<file path="config.mk">
export PLATFORM = sky130hd
export DESIGN_NAME = fetch_queue
export DESIGN_NICKNAME = d
export VERILOG_FILES = /design/src/rtl/fetch_queue.sv
export SDC_FILE = /design/constraint.sdc
export NUM_CORES = 1
export LEC_CHECK = 0
export CAP_MARGIN = 20
export CORE_AREA = 3 3 134 136
export CTS_BUF_LIST = sky130_fd_sc_hd__clkbuf_4 sky130_fd_sc_hd__clkbuf_8
export DETAILED_ROUTE_END_ITERATION = 7
export DIE_AREA = 0 0 137 139
export HOLD_SLACK_MARGIN = 0.15
export PLACE_DENSITY = 0.73
export SYNTH_ARGS = -nofsm -noshare
export SYNTH_HDL_FRONTEND = slang
export SYNTH_SLANG_ARGS = --single-unit
</file>
<file path="constraint.sdc">
create_clock -name clk -period 4.8 [get_ports clk]
set_clock_uncertainty 0.15 [all_clocks]
set_input_delay 0.48 -clock clk [delete_from_list [all_inputs] [get_ports clk]]
set_output_delay 0.48 -clock clk [all_outputs]
set_load 0.05 [all_outputs]
</file>
<file path="src/rtl/fetch_queue.sv">
// fetch_queue: dual-enqueue / in-order dual-dequeue instruction queue; define FETCH_QUEUE_STALL_CNT_EN to add the stall_cnt output
module fetch_queue #(
  parameter int DEPTH = 8,
  parameter int IW = 16
) (
  input  logic          clk,
  input  logic          reset,
  input  logic          fetch_valid,
  input  logic [3:0]    pc1,
  input  logic [3:0]    pc2,
  input  logic [IW-1:0] instr1,
  input  logic [IW-1:0] instr2,
  output logic          stall,
  input  logic          flush,
  input  logic          issue_ready1,
  input  logic          issue_ready2,
  output logic          out_valid1,
  output logic          out_valid2,
  output logic [3:0]    out_pc1,
  output logic [3:0]    out_pc2,
  output logic [IW-1:0] out_instr1,
  output logic [IW-1:0] out_instr2
`ifdef FETCH_QUEUE_STALL_CNT_EN
  ,
  output logic [15:0]   stall_cnt
`endif
);
  localparam int AW = $clog2(DEPTH);
  localparam int CW = AW + 1;
  logic [3:0]    pc_mem    [DEPTH];
  logic [IW-1:0] instr_mem [DEPTH];
  logic [AW-1:0] head, tail, head1, tail1, head_next, tail_next;
  logic [CW-1:0] count, count_next;
  logic          enq, pop1, pop2;
  // Occupancy decode from registered count, in-order pop selection, next-state arithmetic and masked read-out
  always_comb begin
    head1      = head + AW'(1);
    tail1      = tail + AW'(1);
    stall      = count > CW'(DEPTH - 2);
    out_valid1 = count >= CW'(1);
    out_valid2 = count >= CW'(2);
    enq        = fetch_valid & ~stall;
    pop1       = out_valid1 & issue_ready1;
    pop2       = pop1 & out_valid2 & issue_ready2;
    head_next  = head + (pop2 ? AW'(2) : pop1 ? AW'(1) : AW'(0));
    tail_next  = tail + (enq ? AW'(2) : AW'(0));
    count_next = count + (enq ? CW'(2) : CW'(0)) - CW'(pop1) - CW'(pop2);
    out_pc1    = out_valid1 ? pc_mem[head] : 4'd0;
    out_pc2    = out_valid2 ? pc_mem[head1] : 4'd0;
    out_instr1 = out_valid1 ? instr_mem[head] : '0;
    out_instr2 = out_valid2 ? instr_mem[head1] : '0;
  end
  // Pointers and occupancy; reset beats flush, flush beats any same-cycle enqueue or dequeue
  always_ff @(posedge clk) begin
    if (!reset || flush) begin
      head  <= '0;
      tail  <= '0;
      count <= '0;
    end else begin
      head  <= head_next;
      tail  <= tail_next;
      count <= count_next;
    end
  end
  // Payload array needs no reset: slots beyond count are masked on read
  always_ff @(posedge clk) begin
    if (enq) begin
      pc_mem[tail]     <= pc1;
      instr_mem[tail]  <= instr1;
      pc_mem[tail1]    <= pc2;
      instr_mem[tail1] <= instr2;
    end
  end
`ifdef FETCH_QUEUE_STALL_CNT_EN
  // Saturating count of fetch cycles turned away by stall; only reset clears it
  always_ff @(posedge clk) begin
    if (!reset) stall_cnt <= '0;
    else if (stall && fetch_valid && stall_cnt != 16'hFFFF) stall_cnt <= stall_cnt + 16'd1;
  end
`endif
endmodule

</file>
# Word-level counts from Yosys, hierarchy flattened
# Memory sizes are Yosys's and may differ from the RTL's. A register that Yosys moved wholly into a read port is not among the register bits.
# Cells that the tools add are included.
op_classes:
  n_addsub: 7
  order_cmp: 3
  n_mux: 12
  bitwise: 5
  reduce_logical: 2
ops:
  columns: ["cell", "count"]
  rows:
  - ["$mux W16", 2]
  - ["$mux W4", 2]
  - ["$sub A4 B1 Y4", 2]
  - ["$add A3 B1 Y3 const B", 2]
  - ["$add A3 B2 Y3", 2]
  - ["$mux W2", 3]
  - ["$mux W3", 2]
  - ["$add A4 B2 Y4", 1]
  - ["$and A1 B1 Y1", 4]
  - ["$ge A4 B1 Y1 const B", 1]
  - ["$ge A4 B2 Y1 const B", 1]
  - ["$gt A4 B3 Y1 const B", 1]
  - ["$mux W1", 3]
  - ["$logic_not A1 Y1", 1]
  - ["$logic_or A1 B1 Y1", 1]
  - ["$not A1 Y1", 1]
word_totals:
  ff_bits: 10
  ramBits: 160
  inputBits: 46
  out_inout_bits: 43
  word_cells: 34
  n_memories: 2
mem_list:
  columns: ["memory", "depth", "word_bits", "read_ports", "rd_clocked_by_memory_dff", "write_ports", "line_no", "rtl"]
  rows:
  - ["instr_mem", 8, 16, 2, 1, 2, "31", "logic [IW-1:0] instr_mem [DEPTH];"]
  - ["pc_mem", 8, 4, 2, 1, 2, "30", "logic [3:0] pc_mem [DEPTH];"]

# Longest topological paths before layout
# Gate-level depths: netlist of the first run.
logic_depth:
  depth_word: 7
  mapped_depth: 15
  depth_no_buf: 15

# Worst setup path after synthesis of the first run
# No wires, ideal clock.
synth_timing:
  kind: "reg2out"
  start: "reg head[0]"
  end: "out out_instr2[15]"
  t_arrival_ns: 3.723
  required_ns: 4.170
  slack_ns: 0.447
  path_stages_with_launch: 7
  n_path_buf: 2
  cell_sequence: "dfxtp_1 > ha_1 > buf_4 > buf_4 > mux2_2 > o22ai_1 > a2111oi_0"
synth_between:
  elab_chain_cells: 3
synth_rtl:
  columns: ["item", "line_no", "rtl"]
  rows:
  - ["start, declared", "32", "logic [AW-1:0] head, tail, head1, tail1, head_next, tail_next;"]
  - ["start signal, assigned", "60", "head <= head_next;"]
  - ["$add A3 B1 Y3", "37", "head1 = head + AW'(1);"]
  - ["$mem_v2 Z8 W16", null, null]
  - ["$mux W16", "51", "out_instr2 = out_valid2 ? instr_mem[head1] : '0;"]
  - ["end, declared", "22", "output logic [IW-1:0] out_instr2"]
# Every way passes these cells.

# Final worst setup path of the first run
layout_timing:
  start: "reg head[1]"
  end: "out out_instr2[12]"
# Same word-level chain as after synthesis.

==> results.md, run 1 <==
- TritonCTS clock tree: yes
- Clk sink count: 169
- DP Cell Count: 928
- CTS H-tree depth: 4
- Slew @ Worst Pin: 1.143 ns
- Largest net degree at the start of global routing: 65
- Clock root buffer master: clkbuf_8
- Asr flop ratio synth: 0%
- Yosys reg bits: 169
- Hold_buf cts: 0
- Most used DFF post-synth: edfxtp_1
- Met2 usage: 38.39%
- PortBufs: 88
- DP Wirelength: 13.05 mm
- WL per Instance: 22.17 um
- Max Fclk: 223.8 MHz
- Minimum clock period after layout: 4.468 ns
- Hold crit path type: reg -> reg
- Clock Path Buffers: 2
- Final Setup Violations: 0
- Initial detailed-routing violation count: 461
- Die ar.: 0.01904 sq mm
- Grt ovf: 0
- Crit end category: primary output
- Gpl congestion: 0.8297
- Ys Warns: 0
- Max-slew violation count: 0
- Syn avg cell area: 14.21 sq um
- CP Data Required Time: 4.17 ns
- I/O Pins: 89
- Num CTS Buffers: 17
- Static Leak: 3.248 nW
- Initial antenna violation count: 0
- Cell Rows: 48
- Worst path max stage delay: 0.92 ns
- Initial Util: 53.90%
- P&R area growth vs syn: 15.39%
- RSZ-0062 raised after global routing: no
- Chip height: 139 um
- Slew Limit Headroom: 23.83%
- Crit Path Max Fanout: 56
- Core ar.: 0.01706 sq mm
- Syn nets: 708
- Seq/Total Area, Yosys: 54.23%
- Mapped cell area: 0.009193 sq mm
- First-pass GRT wire length: 33.89 mm
- Period utilisation layout: 93.09%
- Netlist cell types: 36
- ANT nets after route: 0
- PostCTS Resize Cnt: 0
- Crit path launch type: flip-flop
- Via count: 5895
- Die X: 137 um
- Crit path kind: reg -> out
- Fin nets: 784
- Number of global-route vias before repair: 6206
- Number of synthesized flops with an enable pin: 160
- Worst Path Arrival: 3.84 ns
- Final std cells w/o fill: 961
- Pre-Repair DR Iteration Count: 7
- Dominant cells by area after synthesis: edfxtp_1 (52%), mux2_2 (15%), mux2i_1 (11%), dfxtp_1 (2.0%), a221oi_1 (1.9%)
- Grt met3 use: 4.753%
- Layout cells sized above 1: 24.59%
- Drt drc: 0
- Power Density: 415.4 mW/mm^2
- Final-report hold violation count: 0
- Slowest CP cell: clkdlybuf4s50_1
- Reg clk slew, reported paths: 0.09 ns
- Synth Instances: 647
- Crit-path cells: ha_4 > buf_12 > mux2_2 > o22ai_1 > a2111oi_0 > clkdlybuf4s50_1
- Diode count: 0
- Latest clock arrival within the worst-skew pair: 0.46 ns
- Via density: 6.134
- Top-area cell type share of the netlist area: 52.27%
- DRT Wirelength: 21.31 mm
- Buf/Inv on CP: 2
- Top cell type by total area after synthesis: edfxtp_1
- Status: completed
- Max Cap Violations: 0
- Critical path's top delay family: buffers and inverters
- Final total negative setup slack: 0 ns
- All-Layer GR Usage: 23.12%
- Setup bufs post-CTS: 0
- GRT busiest layer: met2
- Worst VDD drop: 0.0003042 V
- Global-route met1 utilization: 29.91%
-- registers in the layout (all words and copies together) (netlist names) --
register,flops
head,3
pc_mem,32
instr_mem,128
tail,2
count,4
-- logic make-up (layout without fill, tap and decap cells) --
logic type                 count (synthesis)  after routing  share of synthesized area, %
AOI/OAI and AO/OA                        106            106                         9.010
xor gates and xnor gates                   7              7                        0.6670
adders and majority gates                 15             15                         2.205
buffers and inverters                     58            147                         3.825
DFF                                      169            169                         54.23
muxes                                    220            220                         25.59
and+or+nand+nor                           72             72                         4.478
-- final cells by class --
type,instances,area [sq um]
Sequential cell,169,4989
Inverter,9,33.78
Multi-Input combinational cell,420,3881
Clock buffer,18,241.5
Fill cell,1299,6449
Clock inverter,14,147.6
Tap cell,225,281.5
Timing Repair Buffer,106,1033
-- per-stage QoR --
| step | power [mW] | area [sq um] | util [%] | setup WS, ns | hold WS [ns] |
|---|---|---|---|---|---|
| 2_1_floorplan | 2.891 | 9193 | - | 0.4474 | 0.4289 |
| 3_5_place_dp | 3.433 | 10200 | 59.82 | 0.8532 | 0.4857 |
| 3_3_place_gp | 3.405 | 10200 | 59.82 | 0.9046 | 0.4760 |
| 5_1_grt | 4.597 | 10610 | 62.19 | 0.1418 | 0.5435 |
| 4_1_cts | 4.423 | 10590 | 62.10 | 0.3282 | 0.5075 |
| 6_report | 4.407 | 10610 | 62.19 | 0.3317 | 0.5023 |
-- synth_stat cells, types with 6 or more instances --
| master | instances |
|---|---|
| ha_1 | 13 |
| edfxtp_1 | 160 |
| a2111oi_0 | 17 |
| mux2i_1 | 100 |
| inv_1 | 9 |
| buf_2 | 14 |
| o22ai_1 | 20 |
| xnor2_1 | 6 |
| nor2b_1 | 23 |
| mux2_2 | 120 |
| a221oi_1 | 20 |
| and2_1 | 8 |
| buf_4 | 9 |
| dfxtp_1 | 9 |
| a211oi_1 | 20 |
| a22oi_1 | 20 |
| nand2_1 | 23 |
| clkbuf_1 | 14 |
| buf_6 | 11 |
| nor2_1 | 6 |
-- layer usage --
layer	up-vias	routed length (um)	part of all wire, %
li1	2724	-	-
met1	2928	8887	42
met2	201	10690	50
met3	42	1250	5.9
met4	0	479	2.2
met5	-	0	0
-- where the power goes --
part | switching (mW) | internal, mW | leakage (nW)
logic | 1.08 | 0.585 | 1.52
registers | 0.0447 | 1.70 | 1.54
clock network | 0.528 | 0.469 | 0.187
total | 1.65 | 2.76 | 3.25
-- path summary, 6_finish.rpt --
kind / startpoint / end / slack, ns / cells past startpoint
min reg2reg: count[1]$_SDFF_PP0_ / count[0]$_SDFF_PP0_ / 0.50 / 2
min: count[1]$_SDFF_PP0_ / count[0]$_SDFF_PP0_ / 0.50 / 2
max: head[1]$_SDFF_PP0_ / out_instr2[12] / 0.33 / 6
max reg2reg: count[2]$_SDFF_PP0_ / count[3]$_SDFF_PP0_ / 1.24 / 13
-- layout by cell type, fill, tap and decap left out, types with 2 or more instances in the layout --
cell and count:
and2_1 8, nand2b_1 3, clkinv_4 2, o21ai_0 3, nand3_1 2, ha_1 12
nor3b_4 2, a221oi_1 20, a211oi_1 20, edfxtp_1 160, fa_1 2, nor2_1 5
inv_1 9, nor2b_1 21, a2111oi_0 17, clkdlybuf4s50_1 87, buf_4 17, clkinvlp_4 4
dfxtp_1 8, clkbuf_8 17, nand2_1 23, bufinv_16 2, nor2b_2 2, mux2i_1 100
a22oi_1 20, clkinv_2 2, xnor2_1 6, inv_6 3, mux2_2 120, a2111oi_1 3
o22ai_1 20
-- worst register-to-register path, cell delays in order (launching register included) --
cell	delay [ns]
dfxtp_1	0.37
inv_1	0.09
ha_1	0.21
o21ai_0	0.14
and2_1	0.67
inv_1	0.18
nand3_1	0.17
fa_1	0.47
ha_1	0.21
ha_1	0.27
a21o_1	0.16
a21oi_1	0.16
xnor2_1	0.13
nor2_1	0.05
Note: power is estimated with default switching activity, not from simulation.
==> run 2: changes to the inputs <==
CAP_MARGIN = unset   (was 20)
SKIP_CTS_REPAIR_TIMING = 1   (was unset)
==> results.md, run 2 (synthesized netlist as in run 1, its figures left out) <==
- Minimum clock period after layout: 4.476 ns (was 4.468 ns)
- Clock root buffer master: clkbuf_8 (unchanged)
- Period utilisation layout: 93.26% (was 93.09%)
- Drt drc: 0 (unchanged)
- Reg-to-reg endpoint: count[3]$_SDFF_PP0_ (unchanged)
- Via count: 5849 (was 5895)
- All-Layer GR Usage: 23.12% (unchanged)
- Buf/Inv on CP: 2 (unchanged)
- Diode count: 0 (unchanged)
- Die ar.: 0.01904 sq mm (unchanged)
- TritonCTS clock tree: yes (unchanged)
- Static Leak: 3.241 nW (was 3.248 nW)
- CP Data Required Time: 4.17 ns (about the same)
- WL per Instance: 22.07 um (was 22.17 um)
- Initial detailed-routing violation count: 450 (was 461)
- Reg-to-reg critical path startpoint: count[2]$_SDFF_PP0_ (unchanged)
- Status: completed (unchanged)
- Slew @ Worst Pin: 1.164 ns (was 1.143 ns)
- PortBufs: 88 (unchanged)
- Chip height: 139 um (unchanged)
- Crit-path cells: ha_4 > buf_12 > mux2_2 > o22ai_1 > a2111oi_0 > clkdlybuf4s50_1 (unchanged)
- Util after Layout: 62.10% (was 62.19%)
- DP Wirelength: 13.05 mm (unchanged)
- Slew Limit Headroom: 22.43% (was 23.83%)
- Max Cap Violations: 0 (unchanged)
- ANT nets after route: 0 (unchanged)
- Crit path kind: reg -> out (unchanged)
- Max Fclk: 223.4 MHz (was 223.8 MHz)
- P&R area growth vs syn: 15.23% (was 15.39%)
- Crit end category: primary output (unchanged)
- CP endpoint: out_instr2[12] (unchanged)
- Fin nets: 783 (was 784)
- Hold crit path type: reg -> reg (unchanged)
- Reg clk slew, reported paths: 0.09 ns (about the same)
- I/O Pins: 89 (unchanged)
- Slowest CP cell: clkdlybuf4s50_1 (unchanged)
- Clock Path Buffers: 2 (unchanged)
- Crit Path Max Fanout: 56 (unchanged)
- Worst Path Arrival: 3.85 ns (was 3.84 ns)
- Core ar.: 0.01706 sq mm (unchanged)
- Max-slew violation count: 0 (unchanged)
- Clk sink count: 169 (unchanged)
- Worst path depth: 6 (unchanged)
- Worst VDD drop: 0.0003038 V (was 0.0003042 V)
- Critical path's top delay family: buffers and inverters (unchanged)
- Final-report hold violation count: 0 (unchanged)
- Most flops, register: instr_mem (unchanged)
- Layout cells sized above 1: 24.49% (was 24.59%)
- Largest net degree at the start of global routing: 65 (unchanged)
- Crit. Startpoint: head[1]$_SDFF_PP0_ (unchanged)
- Power Density: 416.0 mW/mm^2 (was 415.4 mW/mm^2)
- Via density: 6.093 (was 6.134)
- R2R depth: 13 (unchanged)
- Final total negative setup slack: 0 ns (unchanged)
- First-pass GRT wire length: 33.89 mm (unchanged)
- Grt ovf: 0 (unchanged)
- RSZ-0062 raised after global routing: no (unchanged)
- Initial antenna violation count: 0 (unchanged)
- DRT Wirelength: 21.19 mm (was 21.31 mm)
- Worst path max stage delay: 0.92 ns (about the same)
- R2R Setup Slk: 1.25 ns (was 1.24 ns)
- Cell Rows: 48 (unchanged)
- Largest registers: instr_mem: 128 flops, pc_mem: 32 flops, count: 4 flops (unchanged)
- Die X: 137 um (unchanged)
- Commonest non-fill, non-tap cell in the layout: edfxtp_1 (unchanged)
- Worst slack, placed: 0.8532 ns (unchanged)
- Gpl congestion: 0.8297 (unchanged)
- Largest register FFs: 128 (unchanged)
- Setup ws final: 0.3236 ns (was 0.3317 ns)
- CTS H-tree depth: 4 (unchanged)
- Initial Util: 53.90% (unchanged)
- Pre-Repair DR Iteration Count: 4 (was 7)
- Number of global-route vias before repair: 6206 (unchanged)
- Num CTS Buffers: 17 (unchanged)
- Most frequent cells in the layout: edfxtp_1 (160), mux2_2 (120), mux2i_1 (100) (unchanged)
- Final Setup Violations: 0 (unchanged)
- Crit path launch type: flip-flop (unchanged)
- Latest clock arrival within the worst-skew pair: 0.46 ns (about the same)
run 2: routing by layer:
layer / vias to the layer above / share of wire, % / GRT usage [%]
li1: 2726 / - / -
met1: 2888 / 42 / 29.91
met2: 191 / 50 / 38.39
met3: 44 / 5.4 / 4.753
met4: 0 / 2.2 / 8.351
met5: - / 0 / 0
run 2: final cells by class:
class / count / area (sq um)
clock buffers: 18 / 241.5
repair buffers: 105 / 1018
multi-input cells: 420 / 3881
clock inverters: 14 / 147.6
flip-flops and latches: 169 / 4989
inverters: 9 / 33.78
well taps: 225 / 281.5
fillers: 1301 / 6464
run 2: worst min-delay path: cells and delay by family (launching register included):
| kind | cells | cell delay (ns) |
|---|---|---|
| xor+xnor | 1 | 0.18 |
| simple gates | 1 | 0.03 |
| flops | 1 | 0.40 |
run 2: per-stage QoR:
stage,hold WS [ns],instance area (sq um),total power [mW],instances
after floorplan,0.4289,9193,2.891,647
after global placement,0.4760,10200,3.405,928
after detailed placement,0.4857,10200,3.433,928
after CTS,0.5075,10590,4.423,960
after global routing,0.5435,10590,4.597,960
final,0.5025,10590,4.407,960
run 2: worst min path at each step:
stage	startpoint	endpoint	slack [ns]	depth (start not counted)
final	count[1]$_SDFF_PP0_	count[0]$_SDFF_PP0_	0.50	2
after global routing	tail[2]$_SDFF_PP0_	tail[2]$_SDFF_PP0_	0.54	2
after CTS	count[1]$_SDFF_PP0_	count[0]$_SDFF_PP0_	0.51	2
after detailed placement	count[1]$_SDFF_PP0_	count[0]$_SDFF_PP0_	0.49	2
after global placement	count[1]$_SDFF_PP0_	count[0]$_SDFF_PP0_	0.48	2
after floorplan	instr1[0]	instr_mem[0][0]$_DFFE_PP_	0.43	0
run 2: power breakdown:
group | leakage, nW | switching [mW] | internal, mW | total, mW
Clock | 0.187 | 0.531 | 0.469 | 1.00
Sequential | 1.54 | 0.0445 | 1.70 | 1.75
Combinational | 1.51 | 1.08 | 0.585 | 1.66
Total | 3.24 | 1.65 | 2.76 | 4.41
==> run 3: changes to the inputs <==
CTS_BUF_LIST = sky130_fd_sc_hd__clkbuf_4 sky130_fd_sc_hd__clkbuf_8 sky130_fd_sc_hd__clkbuf_16   (was sky130_fd_sc_hd__clkbuf_4 sky130_fd_sc_hd__clkbuf_8)
==> results.md, run 3 (synthesized netlist as in run 1, its figures left out) <==
- Status: completed (unchanged)
- Final total negative setup slack: 0 ns (unchanged)
- Slew @ Worst Pin: 1.160 ns (was 1.164 ns)
- Psw: 1.695 mW (was 1.651 mW)
- TritonCTS clock tree: yes (unchanged)
- Comb pwr share: 35.0% (was 37.7%)
- Pre-Repair DR Iteration Count: 7 (was 4)
- Largest registers: instr_mem: 128 flops, pc_mem: 32 flops, count: 4 flops (unchanged)
- CTS H-tree depth: 4 (unchanged)
- Latest clock arrival within the worst-skew pair: 0.42 ns (was 0.46 ns)
- Max Cap Violations: 0 (unchanged)
- Fin nets: 783 (unchanged)
- Crit path kind: reg -> out (unchanged)
- Period utilisation layout: 91.97% (was 93.26%)
- Fill count: 1273 (was 1301)
- CP Data Required Time: 4.17 ns (about the same)
- P&R area growth vs syn: 17.31% (was 15.23%)
- Most frequent cells in the layout: edfxtp_1 (160), mux2_2 (120), mux2i_1 (100) (unchanged)
- Sequential share of power: 36.7% (was 39.6%)
- DP Wirelength: 13.05 mm (unchanged)
- I/O Pins: 89 (unchanged)
- Number of global-route vias before repair: 6227 (was 6206)
- Chip height: 139 um (unchanged)
- Worst VDD drop: 0.0003041 V (was 0.0003038 V)
- Internal power: 3.065 mW (was 2.756 mW)
- Final-report hold violation count: 0 (unchanged)
- Slew Limit Headroom: 22.70% (was 22.43%)
- Cell Rows: 48 (unchanged)
- Commonest non-fill, non-tap cell in the layout: edfxtp_1 (unchanged)
- Die X: 137 um (unchanged)
- Max-slew violation count: 0 (unchanged)
- Num CTS Buffers: 17 (unchanged)
- Crit path launch type: flip-flop (unchanged)
- Diode count: 0 (unchanged)
- Worst path max stage delay: 0.91 ns (was 0.92 ns)
- Hold crit path type: reg -> reg (unchanged)
- Max Fclk: 226.5 MHz (was 223.4 MHz)
- R2R depth: 13 (unchanged)
- Most flops, register: instr_mem (unchanged)
- Static Leak: 3.328 nW (was 3.241 nW)
- DRT Wirelength: 21.35 mm (was 21.19 mm)
- Worst Path Arrival: 3.78 ns (was 3.85 ns)
- RSZ-0062 raised after global routing: no (unchanged)
- Reg clk slew, reported paths: 0.06 ns (was 0.09 ns)
- Via density: 6.151 (was 6.093)
- Hold slack: 0.4960 ns (was 0.5025 ns)
- Grt ovf: 0 (unchanged)
- Gpl congestion: 0.8297 (unchanged)
- All-Layer GR Usage: 23.27% (was 23.12%)
- Clock Path Buffers: 2 (unchanged)
- PortBufs: 88 (unchanged)
- ANT nets after route: 0 (unchanged)
- Crit-path cells: ha_4 > buf_12 > mux2_2 > o22ai_1 > a2111oi_0 > clkdlybuf4s50_1 (unchanged)
- Final Setup Violations: 0 (unchanged)
- WHS Path Cells: 2 (unchanged)
- Initial detailed-routing violation count: 445 (was 450)
- Crit Path Max Fanout: 56 (unchanged)
- WL per Instance: 22.24 um (was 22.07 um)
- Initial Util: 53.90% (unchanged)
- Initial antenna violation count: 0 (unchanged)
- Power Density: 441.3 mW/mm^2 (was 416.0 mW/mm^2)
- Slowest CP cell: clkdlybuf4s50_1 (unchanged)
- Via count: 5905 (was 5849)
- Crit end category: primary output (unchanged)
- First-pass GRT wire length: 34.11 mm (was 33.89 mm)
- Clock root buffer master: clkbuf_16 (was clkbuf_8)
- Drt drc: 0 (unchanged)
- Layout cells sized above 1: 24.49% (unchanged)
- Clock share of power: 28.3% (was 22.7%)
- Core ar.: 0.01706 sq mm (unchanged)
- Largest register FFs: 128 (unchanged)
- Largest net degree at the start of global routing: 65 (unchanged)
- Clk sink count: 169 (unchanged)
- Minimum clock period after layout: 4.414 ns (was 4.476 ns)
- Die ar.: 0.01904 sq mm (unchanged)
- Net Sw Frac: 35.61% (was 37.46%)
## run 3: routing by layer
metal	GRT usage (%)	vias to the layer above	wire (um)
li1	-	2726	-
met1	30.33	2955	9050
met2	38.91	193	10830
met3	4.173	31	1090
met4	8.246	0	386
met5	0	-	0
## run 3: worst max-delay path, delay by kind of cell, from the launching register on
family                   cells  cell delay, ns
flip-flops                   1            0.45
AO/OA/AOI/OAI                2            0.59
buffers and inverters        2            1.24
adder cells (fa/ha/maj)      1            0.77
multiplexers                 1            0.22
## run 3: through the flow
step | setup slack [ns] | instances | instance area (sq um) | utilization [%] | total power [mW]
floorplan | 0.4474 | 647 | 9193 | - | 2.891
global placement | 0.9046 | 928 | 10200 | 59.82 | 3.405
detailed placement | 0.8532 | 928 | 10200 | 59.82 | 3.433
CTS | 0.3893 | 960 | 10780 | 63.23 | 4.777
global route | 0.1969 | 960 | 10780 | 63.23 | 4.950
finish | 0.3855 | 960 | 10780 | 63.23 | 4.759
## run 3: worst paths after layout
path	start	end	slack [ns]
hold reg to reg	count[1]$_SDFF_PP0_	count[0]$_SDFF_PP0_	0.50
setup reg to reg	count[2]$_SDFF_PP0_	count[3]$_SDFF_PP0_	1.22
setup / recovery	head[1]$_SDFF_PP0_	out_instr2[10]	0.39
hold / removal	count[1]$_SDFF_PP0_	count[0]$_SDFF_PP0_	0.50
## run 3: layout make-up
| cell class | instances | area (sq um) | share of cell area, % |
|---|---|---|---|
| inverter | 9 | 33.78 | 0.3133 |
| multi-input combinational | 420 | 3881 | 35.99 |
| clock buffer | 18 | 432.9 | 4.014 |
| tap | 225 | 281.5 | 2.611 |
| sequential | 169 | 4989 | 46.26 |
| timing repair buffer | 105 | 1018 | 9.444 |
| clock inverter | 14 | 147.6 | 1.369 |
## run 3: power by group through the flow
stage	combinational, mW	sequential (mW)	clock (mW)
2_1_floorplan	1.13	1.76	0
3_3_place_gp	1.63	1.78	0
3_5_place_dp	1.65	1.78	0
4_1_cts	1.67	1.75	1.36
5_1_grt	1.77	1.76	1.42
6_report	1.66	1.75	1.35
